[src/rtl/mem_sweep_ctrl.sv]
// Sequencer/arbiter in front of one single-clock BRAM: bulk FILL, checksum SCAN,
// and direct single-user access while idle.
module mem_sweep_ctrl #(
   parameter int unsigned WID_MEM   = 9,
   parameter int unsigned DEPTH_MEM = 2048
) (
   input  logic               clk,
   input  logic               reset,
   input  logic               start,
   input  logic               op,
   input  logic [WID_MEM-1:0] fill_value,
   output logic               busy,
   output logic               done,
   output logic [31:0]        checksum,
   input  logic               usr_req,
   input  logic               usr_we,
   input  logic [31:0]        usr_addr,
   input  logic [WID_MEM-1:0] usr_wdata,
   output logic               usr_gnt,
   output logic [WID_MEM-1:0] usr_rdata,
   output logic               usr_rvalid,
   output logic               usr_addr_err,
   output logic [31:0]        mem_raddr,
   output logic [31:0]        mem_waddr,
   output logic               mem_we,
   output logic [WID_MEM-1:0] mem_din,
   input  logic [WID_MEM-1:0] mem_dout
);

   localparam int unsigned    CNT_W    = (DEPTH_MEM > 1) ? $clog2(DEPTH_MEM) : 1;
   localparam int unsigned    ADDR_W   = 32;
   localparam logic [CNT_W-1:0]  CNT_LAST = CNT_W'(DEPTH_MEM - 1);
   localparam logic [ADDR_W-1:0] ADDR_END = ADDR_W'(DEPTH_MEM);

   typedef enum logic [1:0] {
      ST_IDLE  = 2'd0,
      ST_FILL  = 2'd1,
      ST_SCAN  = 2'd2,
      ST_DRAIN = 2'd3
   } state_t;

   state_t             r_state;
   logic [CNT_W-1:0]   r_cnt;
   logic [WID_MEM-1:0] r_fill;
   logic [31:0]        r_checksum;
   logic               r_done;
   logic               r_rvalid;
   logic               r_addr_err;
   logic               r_rd_pend;

   logic               w_idle;
   logic               w_usr_go;
   logic               w_in_range;

   // A user access is only taken in IDLE when no command launches this cycle.
   assign w_idle     = (r_state == ST_IDLE);
   assign w_usr_go   = w_idle & ~start & usr_req;
   assign w_in_range = (usr_addr < ADDR_END);

   assign busy         = ~w_idle;
   assign done         = r_done;
   assign checksum     = r_checksum;
   assign usr_rvalid   = r_rvalid;
   assign usr_addr_err = r_addr_err;
   assign usr_rdata    = r_rvalid ? mem_dout : '0;
   assign usr_gnt      = w_usr_go & reset;

   // Memory port mux: sweep counter while busy, user port while idle.
   always_comb begin
      mem_raddr = '0;
      mem_waddr = '0;
      mem_we    = 1'b0;
      mem_din   = '0;
      if (reset) begin
         case (r_state)
            ST_FILL: begin
               mem_waddr = ADDR_W'(r_cnt);
               mem_we    = 1'b1;
               mem_din   = r_fill;
            end
            ST_SCAN: begin
               mem_raddr = ADDR_W'(r_cnt);
            end
            ST_IDLE: begin
               if (w_usr_go) begin
                  mem_raddr = usr_addr;
                  mem_waddr = usr_addr;
                  mem_din   = usr_wdata;
                  mem_we    = usr_we & w_in_range;
               end
            end
            default: begin
            end
         endcase
      end
   end

   // Sequencer, checksum accumulator and user response flags.
   always_ff @(posedge clk or negedge reset) begin
      if (!reset) begin
         r_state    <= ST_IDLE;
         r_cnt      <= '0;
         r_fill     <= '0;
         r_checksum <= '0;
         r_done     <= 1'b0;
         r_rvalid   <= 1'b0;
         r_addr_err <= 1'b0;
         r_rd_pend  <= 1'b0;
      end else begin
         r_done     <= 1'b0;
         r_rvalid   <= w_usr_go & ~usr_we & w_in_range;
         r_addr_err <= w_usr_go & ~w_in_range;
         r_rd_pend  <= (r_state == ST_SCAN);

         // Read data lands one cycle after its SCAN address was issued.
         if (r_rd_pend) begin
            r_checksum <= r_checksum + 32'(mem_dout);
         end

         case (r_state)
            ST_IDLE: begin
               if (start) begin
                  r_cnt <= '0;
                  if (op) begin
                     r_fill  <= fill_value;
                     r_state <= ST_FILL;
                  end else begin
                     r_checksum <= '0;
                     r_state    <= ST_SCAN;
                  end
               end
            end
            ST_FILL: begin
               if (r_cnt == CNT_LAST) begin
                  r_state <= ST_IDLE;
                  r_done  <= 1'b1;
               end else begin
                  r_cnt <= r_cnt + CNT_W'(1);
               end
            end
            ST_SCAN: begin
               if (r_cnt == CNT_LAST) begin
                  r_state <= ST_DRAIN;
               end else begin
                  r_cnt <= r_cnt + CNT_W'(1);
               end
            end
            ST_DRAIN: begin
               r_state <= ST_IDLE;
               r_done  <= 1'b1;
            end
            default: begin
               r_state <= ST_IDLE;
            end
         endcase
      end
   end

endmodule

[config.mk]
export PLATFORM = sky130hd
export DESIGN_NAME = mem_sweep_ctrl
export DESIGN_NICKNAME = d
export VERILOG_FILES = /design/src/rtl/mem_sweep_ctrl.sv
export SDC_FILE = /design/constraint.sdc
export NUM_CORES = 1
export LEC_CHECK = 0
export BUFFER_PORTS_ARGS = -buffer_cell sky130_fd_sc_hd__buf_4
export CELL_PAD_IN_SITES_DETAIL_PLACEMENT = 1
export CELL_PAD_IN_SITES_GLOBAL_PLACEMENT = 2
export CORE_MARGIN = 4
export CORE_UTILIZATION = 26
export DETAILED_ROUTE_END_ITERATION = 6
export PLACE_DENSITY_LB_ADDON = 0.1
export SLEW_MARGIN = 40
export SYNTH_ARGS = -nofsm -noshare
export SYNTH_HDL_FRONTEND = slang
export SYNTH_SLANG_ARGS = --single-unit
[constraint.sdc]
create_clock -name clk -period 2.45 [get_ports clk]
set_input_delay 0.3675 -clock clk [delete_from_list [all_inputs] [get_ports clk]]
set_output_delay 0.3675 -clock clk [all_outputs]
set_load 0.02 [all_outputs]
# Word-level counts from Yosys, hierarchy flattened
# Cells that the tools add are included.
# word_totals
ff_bits	58
inputBits	65
output_inout_bits	120
elab_cells	62
# op_classes
addsub	2
magnitude_cmp	1
n_eq_ne	8
n_mux	26
bitwise_logic	11
n_reduce_logical	6
# ops
operator	n
$mux W32	7
$pmux W32 S2	2
$add A32 B9 Y32	1
$lt A32 B12 Y1 const B	1
$mux W9	3
$mux W11	2
$pmux W11 S2	1
$pmux W9 S2	1
$add A11 B1 Y11 const B	1
$eq A11 B11 Y1 const B	1
$reduce_and A3 Y1	3
$mux W2	4
$pmux W2 S4	1
$and A1 B1 Y1	7
$ne A2 B2 Y1 const B	3
$eq A2 B2 Y1 const B	2
$not A1 Y1	4
$pmux W1 S2	2
$mux W1	3
$eq A2 B1 Y1 const B	1
$logic_not A2 Y1	1
$ne A2 B1 Y1 const B	1
$reduce_bool A2 Y1	1
$reduce_or A2 Y1	1

# Logic depth before layout (Yosys ltp)
# logic_depth
depth_word	6
depth_mapped	10
depth_no_buf	7

# Least setup slack after synthesis
# OpenSTA, ideal clock, no wires.
# synth_timing
path_type	register -> output
start	register r_state[0]
end	output port mem_raddr[22]
arrival_time_ns	2.084
required_time_ns	2.082
path_slack_ns	-0.002
stages_incl_launch_ff	10
n_path_buf	2
cell_sequence	dfrtp_1 > inv_1 > ha_1 > buf_2 > inv_1 > nor2_1 > nand2_1 > nor2_1 > clkbuf_1 > and2_1
# synth_between
elab_chain_cells	6
elab_cells_between_ends	7
cone_classes	eq/ne (1); mux (3); bitwise (2); reduce/logical (1)
# synth_rtl
item	line	source
from (decl)	42	state_t r_state;
from (signal assigned)	101	r_state <= ST_IDLE;
from (signal assigned)	126	r_state <= ST_FILL;
from (signal assigned)	129	r_state <= ST_SCAN;
$logic_not A2 Y1	56, 75	
$and A1 B1 Y1 (2 in series)	57	assign w_usr_go = w_idle & ~start & usr_req;
$mux W32	85	if (w_usr_go) begin
$pmux W32 S2 (*)	75	case (r_state)
$mux W32 (*)	74	if (reset) begin
to (decl)	23	output logic [31:0] mem_raddr,
# Mark *: on every way between the ends. The rest lies on a longest branch, timed or not.

# Worst setup path after layout
# layout_timing
start	register r_state[0]
end	output port mem_waddr[23]
# layout_between
elab_chain_cells	6
elab_cells_between_ends	7
cone_classes	eq/ne (1); mux (3); bitwise (2); reduce/logical (1)
# layout_rtl
item	line	source
$logic_not A2 Y1	56, 75	
$and A1 B1 Y1 (2 in series)	57	
$mux W32	85	
$pmux W32 S2 (*)	75	
$mux W32 (*)	74	
to (decl)	24	output logic [31:0] mem_waddr,
# Marked as above.

==> metrics.md <==
| Metric | Value |
|---|---|
| Async S/R FF share, synth | 1.00 |
| WS Path Type | reg -> out |
| Routability cong. | between 0.8 and 0.9 |
| First-pass DRT Iterations | 4 |
| Clk sinks | 58 |
| Die H | between 100 and 150 um |
| Nets@finish | about 800 |
| Setup crit end kind | output pin |
| Overall Power | 3.89 mW |
| Post-DP HPWL | ~12000 um |
| Critical-path top delay cell | dfrtp_1 |
| Antenna viol nets, final | 0 |
| WP buf/inv | 5 |
| Peak supply drop | 0.347 mV |
| Root buffer cell | clkbuf_16 |
| Pins Over Slew Limit | 0 |
| Buffers on Ports | 184 |
| Reg power frac | 0.322 |
| Starting Density | 0.267 |
| Final period util | 0.980 |
| CTS clk-pin slew, worst paths | 0.05 ns |
| Vias in the first global route | ~4700 |
| Routed WL per cell | 17.5 um |
| Total gr overflow | 0 |
| Internal power | between 2 and 2.5 mW |
| Initial antenna violation count | 0 |
| Ant diodes | 0 |
| CTS buffer count | 9 |
| Ys flop type | dfrtp_1 |
| Crit path launch type | register |
| Die area | around 0.018 mm2 |
| Status | complete, no violations |
| Post-layout minimum cycle time | between 2 and 2.5 ns |
| Worst path max stage delay | 0.37 ns |
| Power share of the combinational group | 0.376 |
| Bufs on Longest Clock Path | 2 |
| Row Count | 45 |
| Worst-margin pin slew | approximately 0.57 ns |
| Share of post-route cells with drive strength above 1 | 0.368 |
| Seq/Total Area, Yosys | 0.355 |
| CTS tree | built |
| Switching part of the total | 0.374 |
| Num ports | roughly 190 |
| Critical Path RT | ~2.1 ns |
| Fmax achieved | ~0.42 GHz |
| Pwr Density | between 600 and 700 mW/mm2 |
| Final setup vio count | 0 |
| Yosys cell types | between 50 and 60 |
| Post-synth EDFFs | 0 |
| Initial DRC count | roughly 210 |
| Syn Inst Count | 500 |
| Die width | ~130 um |
| Global-route wire length before repair | approximately 25000 um |
| Final hold violations | 0 |
| Syn nets | 580 |
| Vias per cell | 4.95 |
| Max Cap Viol | 0 |
| Area post-placement | 0.00579 mm2 |
| Top delay family on crit path | buffers and inverters |
| Worst EP arrival | about 2 ns |
| Max-slew headroom | 0.618 |
| Cells along the critical path | inv_1 > ha_4 > buf_6 > o21ai_2 > nor2_4 > buf_12 > clkbuf_16 > and2_1 > buf_4 |
| Clk_skew | 0.00484 ns |
| H-tree levels | 3 |
| Yosys reg bits | 58 |
| Clk Latency, worst-skew pair | approximately 0.33 ns |
| Worst min path class | in -> reg |
| Mapped Avg Cell Area | 8.18 um2 |
| Largest net degree at the start of global routing | slightly below 60 |
| Fin area | ~0.0063 mm2 |
| GRT Util Overall | 0.177 |
| Mapped Area | 0.00409 mm2 |
| Total number of yosys warnings | 0 |
| Power share of the clock group | 0.303 |
| Net Sw Power | approximately 1.5 mW |
| Core ar. | 0.0153 mm2 |
| Vias | between 4000 and 5000 |
| Total wire length | roughly 16000 um |
| CP Max Fanout | 11 |
| Area growth syn-to-layout | 53.6% |
| Static Leakage | between 2 and 3 nW |
| # DRC | 0 |
-- worst paths after layout --
| path | slack (ns) | cells after the start | to | from |
|---|---|---|---|---|
| setup / recovery | 0.05 | 9 | mem_waddr[23] | r_state[0] |
| hold / removal | 0.22 | 2 | usr_rvalid | usr_we |
| setup reg to reg | 0.25 | 8 | checksum[12] | checksum[0] |
| hold reg to reg | 0.51 | 1 | r_fill[4] | r_fill[4] |
| max in group asynchronous | 1.26 | 3 | checksum[1] | reset |
| min in group asynchronous | 0.46 | 2 | r_cnt[3] | reset |
-- registers in the layout, summed over array words and instances (netlist names) --
| name | cells |
|---|---|
| r_rd_pend | 1 |
| r_fill | 9 |
| r_cnt | 11 |
| checksum | 32 |
| usr_addr_err | 1 |
| done | 1 |
| r_state | 2 |
| usr_rvalid | 1 |
-- worst reg2reg max path, stage by stage (launching register included) --
cell and delay [ns]:
dfrtp_1 0.39, ha_1 0.23, fa_1 0.44, a211oi_2 0.29, o21ai_1 0.14, a21oi_1 0.14
buf_4 0.24, o21ai_0 0.12, a21oi_1 0.13
-- cell usage after synthesis (all sizes together) (3+ instances only) --
master,count,area share
buf,10,0.015
and3,5,0.0076
and4,5,0.012
a21o,6,0.011
a2111o,3,0.0083
clkbuf,20,0.019
and2,52,0.080
or3,8,0.012
or4,8,0.015
mux2,9,0.025
nor4,7,0.012
nand2,72,0.067
o21a,3,0.0055
ha,14,0.043
a22oi,9,0.017
inv,7,0.0064
a211oi,8,0.015
dfrtp,58,0.35
mux2i,14,0.034
xor2,4,0.0086
o31ai,5,0.0092
nor3,8,0.0098
o21ai,19,0.023
a31oi,3,0.0046
a21oi,53,0.065
nand2b,9,0.014
xnor2,5,0.011
nand3,12,0.015
nand4,10,0.017
nor2,40,0.037
-- cells by family (layout without fill, tap and decap cells) --
family,count (synthesis),after routing,share of synthesized area
XOR/XNOR,9,9,0.0193
multiplexers,23,23,0.0590
flip-flops,58,58,0.355
AND/OR/NAND/NOR,240,240,0.304
buffers and inverters,37,240,0.0401
adder cells (fa/ha/maj),15,15,0.0477
AO/OA/AOI/OAI,118,118,0.175
-- per-layer routing --
metal | vias to the layer above | part of all wire | track usage
met5 | - | 0 | 0
met4 | 0 | 0.014 | 0.0526
met3 | 15 | 0.039 | 0.0317
met2 | 111 | 0.51 | 0.309
met1 | 2227 | 0.43 | 0.223
li1 | 2173 | - | -
-- cells in the final DEF (no fill, tap or decap), types with 4 or more instances in the layout --
master,count
a211oi_1,7
xnor2_1,5
inv_1,5
o21ai_0,16
xor2_1,4
dfrtp_1,58
nor3_1,8
and3_1,5
mux2i_1,14
nand2_1,70
buf_6,6
a21oi_1,53
and2_1,49
nand3_1,12
or3_1,8
nand2b_1,9
buf_4,204
a21o_1,6
or4_1,8
nand4_1,9
nor2_1,38
mux2_2,9
nor4_1,6
clkbuf_16,12
o31ai_1,5
a22oi_1,9
ha_1,13
-- per-stage QoR --
stage               hold slack, ns  utilization  instances  worst slack [ns]  setup TNS, ns
floorplan                   0.0719            -        500            0.0253              0
global placement             0.164        0.378        886             0.103              0
detailed placement           0.167        0.378        886            0.0914              0
CTS                          0.204        0.397        903           0.00836              0
global route                 0.222        0.410        914           -0.0368         -0.777
finish                       0.225        0.410        914            0.0495              0
-- power by group through the flow --
stage | Combinational [mW] | Clock, mW | Sequential, mW
after floorplan | 0.759 | 0 | 1.37
after global placement | 1.42 | 0 | 1.26
after detailed placement | 1.46 | 0 | 1.27
after CTS | 1.46 | 1.22 | 1.25
after global routing | 1.64 | 1.27 | 1.28
final | 1.46 | 1.18 | 1.25
-- area by class of cell --
class	instances	area, um2
clock buffer	11	243
clock inverter	5	30.0
fill	1841	9030
inverter	7	26.3
multi-input combinational	405	2530
sequential	58	1450
tap	211	264
timing repair buffer	217	1740
-- timing repair --
action,CTS,global route
endpoints found under the setup margin,74,84
endpoints found under the hold margin,1,0
cloned,0,4
resized for setup,5,15
setup buffers,0,7
pin swaps,0,3
hold buffers,1,0
(Power assumes the default switching activity.)
